<file path="src/rtl/ibex_id_instr_reg.sv">
// IF/ID pipeline register: captures fetched instructions on a valid/ready handshake
// and holds each one for the decoder until ID reports completion, flush or reset.
module ibex_id_instr_reg #(
    parameter bit ResetAll     = 1'b1,
    parameter bit ReplicateAlu = 1'b1
) (
    input  logic        clk_i,
    input  logic        rst_ni,

    input  logic        fetch_valid_i,
    output logic        fetch_ready_o,
    input  logic [31:0] fetch_rdata_i,
    input  logic [15:0] fetch_rdata_c_i,
    input  logic        fetch_is_compressed_i,
    input  logic        fetch_illegal_c_i,
    input  logic        fetch_err_i,
    input  logic [31:0] fetch_pc_i,

    input  logic        id_done_i,
    input  logic        flush_i,
    input  logic        halt_i,

    output logic        instr_valid_id_o,
    output logic        instr_first_cycle_o,
    output logic [31:0] instr_rdata_id_o,
    output logic [31:0] instr_rdata_alu_id_o,
    output logic [15:0] instr_rdata_c_id_o,
    output logic        instr_is_compressed_id_o,
    output logic        illegal_c_insn_id_o,
    output logic        instr_fetch_err_o,
    output logic [31:0] pc_id_o,
    output logic [2:0]  instr_cycle_cnt_o
);

    localparam int unsigned InstrW = 32;
    localparam int unsigned CompW  = 16;
    localparam int unsigned CntW   = 3;
    localparam logic [CntW-1:0] CntMax = '1;

    typedef enum logic [1:0] {
        IdEmpty = 2'd0,
        IdFirst = 2'd1,
        IdMulti = 2'd2
    } id_state_e;

    id_state_e         state_q, state_d;
    logic              valid_q, valid_d;
    logic              first_q, first_d;
    logic [CntW-1:0]   cnt_q, cnt_d;
    logic              fetch_ready;
    logic              accept;

    logic [InstrW-1:0] rdata_q, rdata_d;
    logic [CompW-1:0]  rdata_c_q, rdata_c_d;
    logic [InstrW-1:0] pc_q, pc_d;
    logic              is_c_q, is_c_d;
    logic              ill_c_q, ill_c_d;
    logic              err_q, err_d;

    // Handshake: a held instruction must retire (or the register be empty) before a new one lands.
    always_comb begin
        fetch_ready = ((state_q == IdEmpty) | id_done_i) & ~flush_i & ~halt_i;
        accept      = fetch_valid_i & fetch_ready;
    end

    assign fetch_ready_o = fetch_ready;

    always_comb begin
        state_d = state_q;
        cnt_d   = cnt_q;
        if (flush_i) begin
            state_d = IdEmpty;
            cnt_d   = '0;
        end else begin
            unique case (state_q)
                IdEmpty: begin
                    if (accept) begin
                        state_d = IdFirst;
                        cnt_d   = '0;
                    end
                end
                IdFirst, IdMulti: begin
                    if (id_done_i) begin
                        state_d = accept ? IdFirst : IdEmpty;
                        cnt_d   = '0;
                    end else begin
                        state_d = IdMulti;
                        cnt_d   = (cnt_q == CntMax) ? cnt_q : cnt_q + CntW'(1);
                    end
                end
                default: begin
                    state_d = IdEmpty;
                    cnt_d   = '0;
                end
            endcase
        end
        valid_d = (state_d != IdEmpty);
        first_d = (state_d == IdFirst);
    end

    always_ff @(posedge clk_i or negedge rst_ni) begin
        if (!rst_ni) begin
            state_q <= IdEmpty;
            valid_q <= 1'b0;
            first_q <= 1'b0;
            cnt_q   <= '0;
        end else begin
            state_q <= state_d;
            valid_q <= valid_d;
            first_q <= first_d;
            cnt_q   <= cnt_d;
        end
    end

    // Datapath loads only on accept and otherwise holds.
    always_comb begin
        rdata_d   = accept ? fetch_rdata_i         : rdata_q;
        rdata_c_d = accept ? fetch_rdata_c_i       : rdata_c_q;
        pc_d      = accept ? fetch_pc_i            : pc_q;
        is_c_d    = accept ? fetch_is_compressed_i : is_c_q;
        ill_c_d   = accept ? fetch_illegal_c_i     : ill_c_q;
        err_d     = accept ? fetch_err_i           : err_q;
    end

    if (ResetAll) begin : g_dp_rst
        always_ff @(posedge clk_i or negedge rst_ni) begin
            if (!rst_ni) begin
                rdata_q   <= '0;
                rdata_c_q <= '0;
                pc_q      <= '0;
                is_c_q    <= 1'b0;
                ill_c_q   <= 1'b0;
                err_q     <= 1'b0;
            end else begin
                rdata_q   <= rdata_d;
                rdata_c_q <= rdata_c_d;
                pc_q      <= pc_d;
                is_c_q    <= is_c_d;
                ill_c_q   <= ill_c_d;
                err_q     <= err_d;
            end
        end
    end else begin : g_dp_nrst
        always_ff @(posedge clk_i) begin
            rdata_q   <= rdata_d;
            rdata_c_q <= rdata_c_d;
            pc_q      <= pc_d;
            is_c_q    <= is_c_d;
            ill_c_q   <= ill_c_d;
            err_q     <= err_d;
        end
    end

    // Separate bank shortens the fanout path from the instruction word into ALU decode.
    if (ReplicateAlu) begin : g_alu_rep
        logic [InstrW-1:0] rdata_alu_q;
        if (ResetAll) begin : g_rst
            always_ff @(posedge clk_i or negedge rst_ni) begin
                if (!rst_ni) begin
                    rdata_alu_q <= '0;
                end else begin
                    rdata_alu_q <= rdata_d;
                end
            end
        end else begin : g_nrst
            always_ff @(posedge clk_i) begin
                rdata_alu_q <= rdata_d;
            end
        end
        assign instr_rdata_alu_id_o = rdata_alu_q;
    end else begin : g_alu_shared
        assign instr_rdata_alu_id_o = rdata_q;
    end

    assign instr_valid_id_o         = valid_q;
    assign instr_first_cycle_o      = first_q;
    assign instr_cycle_cnt_o        = cnt_q;
    assign instr_rdata_id_o         = rdata_q;
    assign instr_rdata_c_id_o       = rdata_c_q;
    assign instr_is_compressed_id_o = is_c_q;
    assign illegal_c_insn_id_o      = ill_c_q;
    assign instr_fetch_err_o        = err_q;
    assign pc_id_o                  = pc_q;

endmodule

</file>
<file path="config.mk">
export PLATFORM = sky130hd
export DESIGN_NAME = ibex_id_instr_reg
export DESIGN_NICKNAME = d
export VERILOG_FILES = /design/src/rtl/ibex_id_instr_reg.sv
export SDC_FILE = /design/constraint.sdc
export NUM_CORES = 1
export LEC_CHECK = 0
export CORE_MARGIN = 2
export CORE_UTILIZATION = 40
export CTS_BUF_LIST = sky130_fd_sc_hd__clkbuf_2
export CTS_CLUSTER_SIZE = 25
export DETAILED_ROUTE_END_ITERATION = 10
export PLACE_DENSITY = 0.91
export SYNTH_ARGS = -nofsm -noshare
export SYNTH_HDL_FRONTEND = slang
export SYNTH_SLANG_ARGS = --single-unit
</file>
<file path="constraint.sdc">
create_clock -name clk_i -period 2 [get_ports clk_i]
set_input_delay 0.4 -clock clk_i [delete_from_list [all_inputs] [get_ports clk_i]]
set_output_delay 0.4 -clock clk_i [all_outputs]
set_load 0.05 [all_outputs]
</file>
Yosys cells after proc, flatten, opt, wreduce, memory -nomap -nowiden
Cells that the tools add are included.
{"block": "totals", "reg_bits": 90, "input_bits": 89, "out_inout_bits": 121, "wordCells": 37}
{"block": "classes", "n_addsub": 1, "n_eq_ne": 6, "mux": 10, "n_bitwise": 6, "reduce_logical": 4}
{"operator": "3-bit two-way mux", "count": 4}
{"operator": "2-bit two-way mux", "count": 3}
{"operator": "3-bit case mux with 2 select lines", "count": 1}
{"operator": "2-bit by 1-bit == test with 1-bit output (second input constant)", "count": 2}
{"operator": "4-bit != test (second input constant)", "count": 1}
{"operator": "2-bit case mux with 2 select lines", "count": 1}
{"operator": "3-bit by 1-bit adder with 3-bit output (second input constant)", "count": 1}
{"operator": "1-bit bitwise AND", "count": 3}
{"operator": "3-bit == test (second input constant)", "count": 1}
{"operator": "3-bit != test (second input constant)", "count": 1}
{"operator": "2-bit == test (second input constant)", "count": 1}
{"operator": "2-bit zero test", "count": 1}
{"operator": "1-bit NOT", "count": 2}
{"operator": "2-bit AND reduction", "count": 1}
{"operator": "2-bit nonzero test", "count": 1}
{"operator": "2-bit OR reduction", "count": 1}
{"operator": "1-bit two-way mux", "count": 1}
{"operator": "1-bit bitwise OR", "count": 1}

Depth between registers and ports, before layout
{"block": "depth", "word_depth": 10, "ltp_mapped": 7, "mapped_depth_nobuf": 5}

Worst setup path before layout
No wires, ideal clock.
{"block": "synth_timing", "path_kind": "flip-flop to output port", "from": "reg state_q[0]", "to": "out fetch_ready_o", "arrival_ps": 1798, "required_ps": 1600, "slack_ps": -198, "path_stages_with_launch": 5, "n_path_buf": 0, "path_cell_list": "dfrtp_1 > inv_1 > ha_1 > nor2_1 > nor3_1"}
{"block": "synth_via", "elab_chain_cells": 4}
{"item": "start: declaration", "line": "46", "source": "id_state_e state_q, state_d;"}
{"item": "start signal: assignment", "line": "103", "source": "state_q <= IdEmpty;"}
{"item": "start signal: assignment", "line": "108", "source": "state_q <= state_d;"}
{"item": "2-bit zero test", "line": "62", "source": "fetch_ready = ((state_q == IdEmpty) | id_done_i) & ~flush_i & ~halt_i;"}
{"item": "1-bit bitwise OR", "line": "62"}
{"item": "1-bit bitwise AND (2 in series)", "line": "62"}
{"item": "end: declaration", "line": "11", "source": "output logic fetch_ready_o,"}
Every way passes these cells.

Final worst setup path
{"block": "layout_timing", "from": "reg state_q[1]", "to": "out fetch_ready_o"}
Same word-level chain as after synthesis.

==> metrics <==
Max rail drop VDD=around 550 uV; slew at the pin with the worst max-slew slack=0.5245 ns; instance count of the mapped netlist=around 250; total power consumption of the routed design=6.415 mW; DR vias/cell=4.636; clock root buffer=sky130_fd_sc_hd__clkbuf_2; number of inserted diodes=0; Synth Net Count=339; total negative slack for setup checks=0 ns; LEAKAGE=2.664 nW; type of origin of the critical path=flop; outcome=finished, final reports clean; vias in the first global route=between 2000 and 3000; synth warn=0; clock insertion delay at the later pin of the skew report=0.51 ns; total via count in the routed design=2652; effective utilization at floorplan=41.30%; minimum setup slack after placement=-0.2558 ns; remaining global-route overflow=0; clock tree skew after final layout=approximately 0.022 ns; proportion of layout cells with a drive suffix above 1=11.74%; post-route setup slack=0.08886 ns; Die Width=between 100 and 150 um; post-synthesis area per instance=15.51 um^2; final critical-path required period=1.911 ns; global-route wire length before repair=~14 mm; Die Area=~10000 um^2; fmax=523.2 MHz; type of the tightest min-delay check=primary input to asynchronous set/reset pin; buffers from clock root to sink, at most=2; register bit count reported by yosys=90; detailed placement HPWL=slightly above 7 mm; length of the first detailed-routing pass in iterations=3; # port buffers=roughly 210; number of levels the H-tree was split into=3; data required time of the worst path=1.60 ns; antenna violations before repair=0; number of distinct library cells after synthesis=24; element type at the critical path end=output port; Final Setup Violations=0; Net count, final=about 530; clock tree sinks=90; placed cell areas=5768 um^2; number of failing hold endpoints at the final stage=0; signed area change from the synthesized netlist to the final layout=52.20%; CORE AREA=9240 um^2; number of design-rule violations left by the first detailed-router iteration=23; number of buffers created by CTS=9; Placer Congestion=0.7187; synthesized cell area=3816 um^2; largest net degree at the start of global routing=49; Power per Cell Area=about 1100 nW/um^2; Final Instance Area=about 5800 um^2; Final ANT Viol Nets=0; Slew headroom=65.17%; post-route fraction of the period consumed by the critical path=95.56%; Routed wire per std cell=between 15 and 20 um; clock edge transition at the registers on the reported setup and hold paths=between 0.2 and 0.3 ns; final routed wirelength across all metal layers=9.121 mm; Min Hold Slack=0.3514 ns; setup repair after global routing missed its margin=yes; CP arrival=1.51 ns; Final Max Tran Viols=0; critical path start-end classification=flop to output port; number of max-capacitance violations reported=0; io pins=210; total global routing track utilization=17.68%; critical-path maximum fanout=2; DRC Markers=0; die extent in y=101.7 um; sequential-to-total area share from yosys stat=59.02%; clock tree from TritonCTS=yes; number of core rows=35
[metrics by stage]
stage	instances	util, %
2_1_floorplan	246	-
5_1_grt	572	62.86
3_5_place_dp	550	62.42
3_3_place_gp	550	62.42
4_1_cts	571	62.71
6_report	572	62.86
[Yosys cell counts]
cell,count,area [um^2]
sky130_fd_sc_hd__dfrtp_1,90,2252
sky130_fd_sc_hd__mux2_1,70,788.3
sky130_fd_sc_hd__buf_4,33,247.7
sky130_fd_sc_hd__mux2_2,13,146.4
sky130_fd_sc_hd__buf_12,7,140.1
sky130_fd_sc_hd__inv_1,6,22.52
sky130_fd_sc_hd__ha_1,4,50.05
sky130_fd_sc_hd__nand2b_1,3,18.77
sky130_fd_sc_hd__a2111o_1,2,22.52
sky130_fd_sc_hd__nor2b_1,2,12.51
sky130_fd_sc_hd__nor3_1,2,10.01
sky130_fd_sc_hd__o32ai_1,2,17.52
sky130_fd_sc_hd__a21oi_1,1,5.000
sky130_fd_sc_hd__a22oi_1,1,7.510
sky130_fd_sc_hd__a31oi_1,1,6.260
sky130_fd_sc_hd__buf_8,1,15.01
sky130_fd_sc_hd__clkbuf_1,1,3.750
sky130_fd_sc_hd__nand2_1,1,3.750
sky130_fd_sc_hd__nor2_1,1,3.750
sky130_fd_sc_hd__nor2_4,1,11.26
sky130_fd_sc_hd__o22ai_1,1,6.260
sky130_fd_sc_hd__o31ai_1,1,7.510
sky130_fd_sc_hd__or2_2,1,6.260
sky130_fd_sc_hd__or3b_4,1,11.26
[final timing paths]
check	from	end	slack, ns	cells after the start
max in group asynchronous	rst_ni	pc_id_o[3]	0.98	3
min in group clk_i	fetch_pc_i[7]	pc_id_o[7]	0.46	2
hold / removal	rst_ni	instr_rdata_alu_id_o[18]	0.35	2
setup reg to reg	state_q[1]	instr_rdata_alu_id_o[31]	0.25	7
hold reg to reg	pc_id_o[2]	pc_id_o[2]	0.51	1
setup / recovery	state_q[1]	fetch_ready_o	0.09	5
[registers in the layout, indices dropped and copies added (netlist names)]
| signal | cells |
|---|---|
| instr_rdata_alu_id_o | 32 |
| pc_id_o | 32 |
| instr_rdata_c_id_o | 16 |
| instr_cycle_cnt_o | 3 |
| state_q | 2 |
| illegal_c_insn_id_o | 1 |
| instr_fetch_err_o | 1 |
| instr_first_cycle_o | 1 |
| instr_is_compressed_id_o | 1 |
| instr_valid_id_o | 1 |
[placed cells by master (no fill, tap or decap), drive strengths merged, types with 3 or more instances in the layout]
cell / count
clkbuf: 10
dfrtp: 90
inv: 6
ha: 4
mux2: 83
dlygate4sd2: 113
buf: 17
nand2b: 3
clkdlybuf4s15: 5
clkinv: 3
clkdlybuf4s50: 87
[metal layers]
layer / track usage (%) / up-vias / share of wire [%]
met5: 0 / - / 0
met4: 7.796 / 0 / 2.7
met3: 5.107 / 20 / 8.7
met2: 32.59 / 130 / 53
met1: 18.53 / 1301 / 36
li1: - / 1201 / -
[cell families after synthesis]
family          after synthesis  synth area share [%]
flops                        90                 59.02
compound gates                9                 1.902
mux                          83                 24.49
buf+inv                      48                 11.25
simple gates                 12                 2.033
fa+ha+maj                     4                 1.312
[cell type report]
type,instances,area (um^2)
Clock buffer,10,50.05
Clock inverter,6,57.56
Fill cell,749,3432
Inverter,6,22.52
Multi-Input combinational cell,108,1166
Sequential cell,90,2252
Tap cell,129,161.4
Timing Repair Buffer,223,2098
[worst max-delay path: stages, from the launching register on]
cell and delay (ns):
sky130_fd_sc_hd__dfrtp_1 0.44, sky130_fd_sc_hd__inv_2 0.07, sky130_fd_sc_hd__ha_4 0.15, sky130_fd_sc_hd__nor2_4 0.05, sky130_fd_sc_hd__nor3_4 0.14, sky130_fd_sc_hd__buf_12 0.16
[timing repair]
item	in CTS	in global routing
endpoints found under the setup margin	119	5
hold endpoints to repair	37	0
pin swaps	3	1
resized for setup	124	6
hold buffers	1	0
setup buffers	4	1
[power breakdown]
group	switching, mW	total, mW	internal, mW
Clock	0.592	0.875	0.283
Sequential	0.204	2.39	2.18
Combinational	2.27	3.15	0.881
Total	3.07	6.41	3.35
Power figures use the tool's default switching activity.
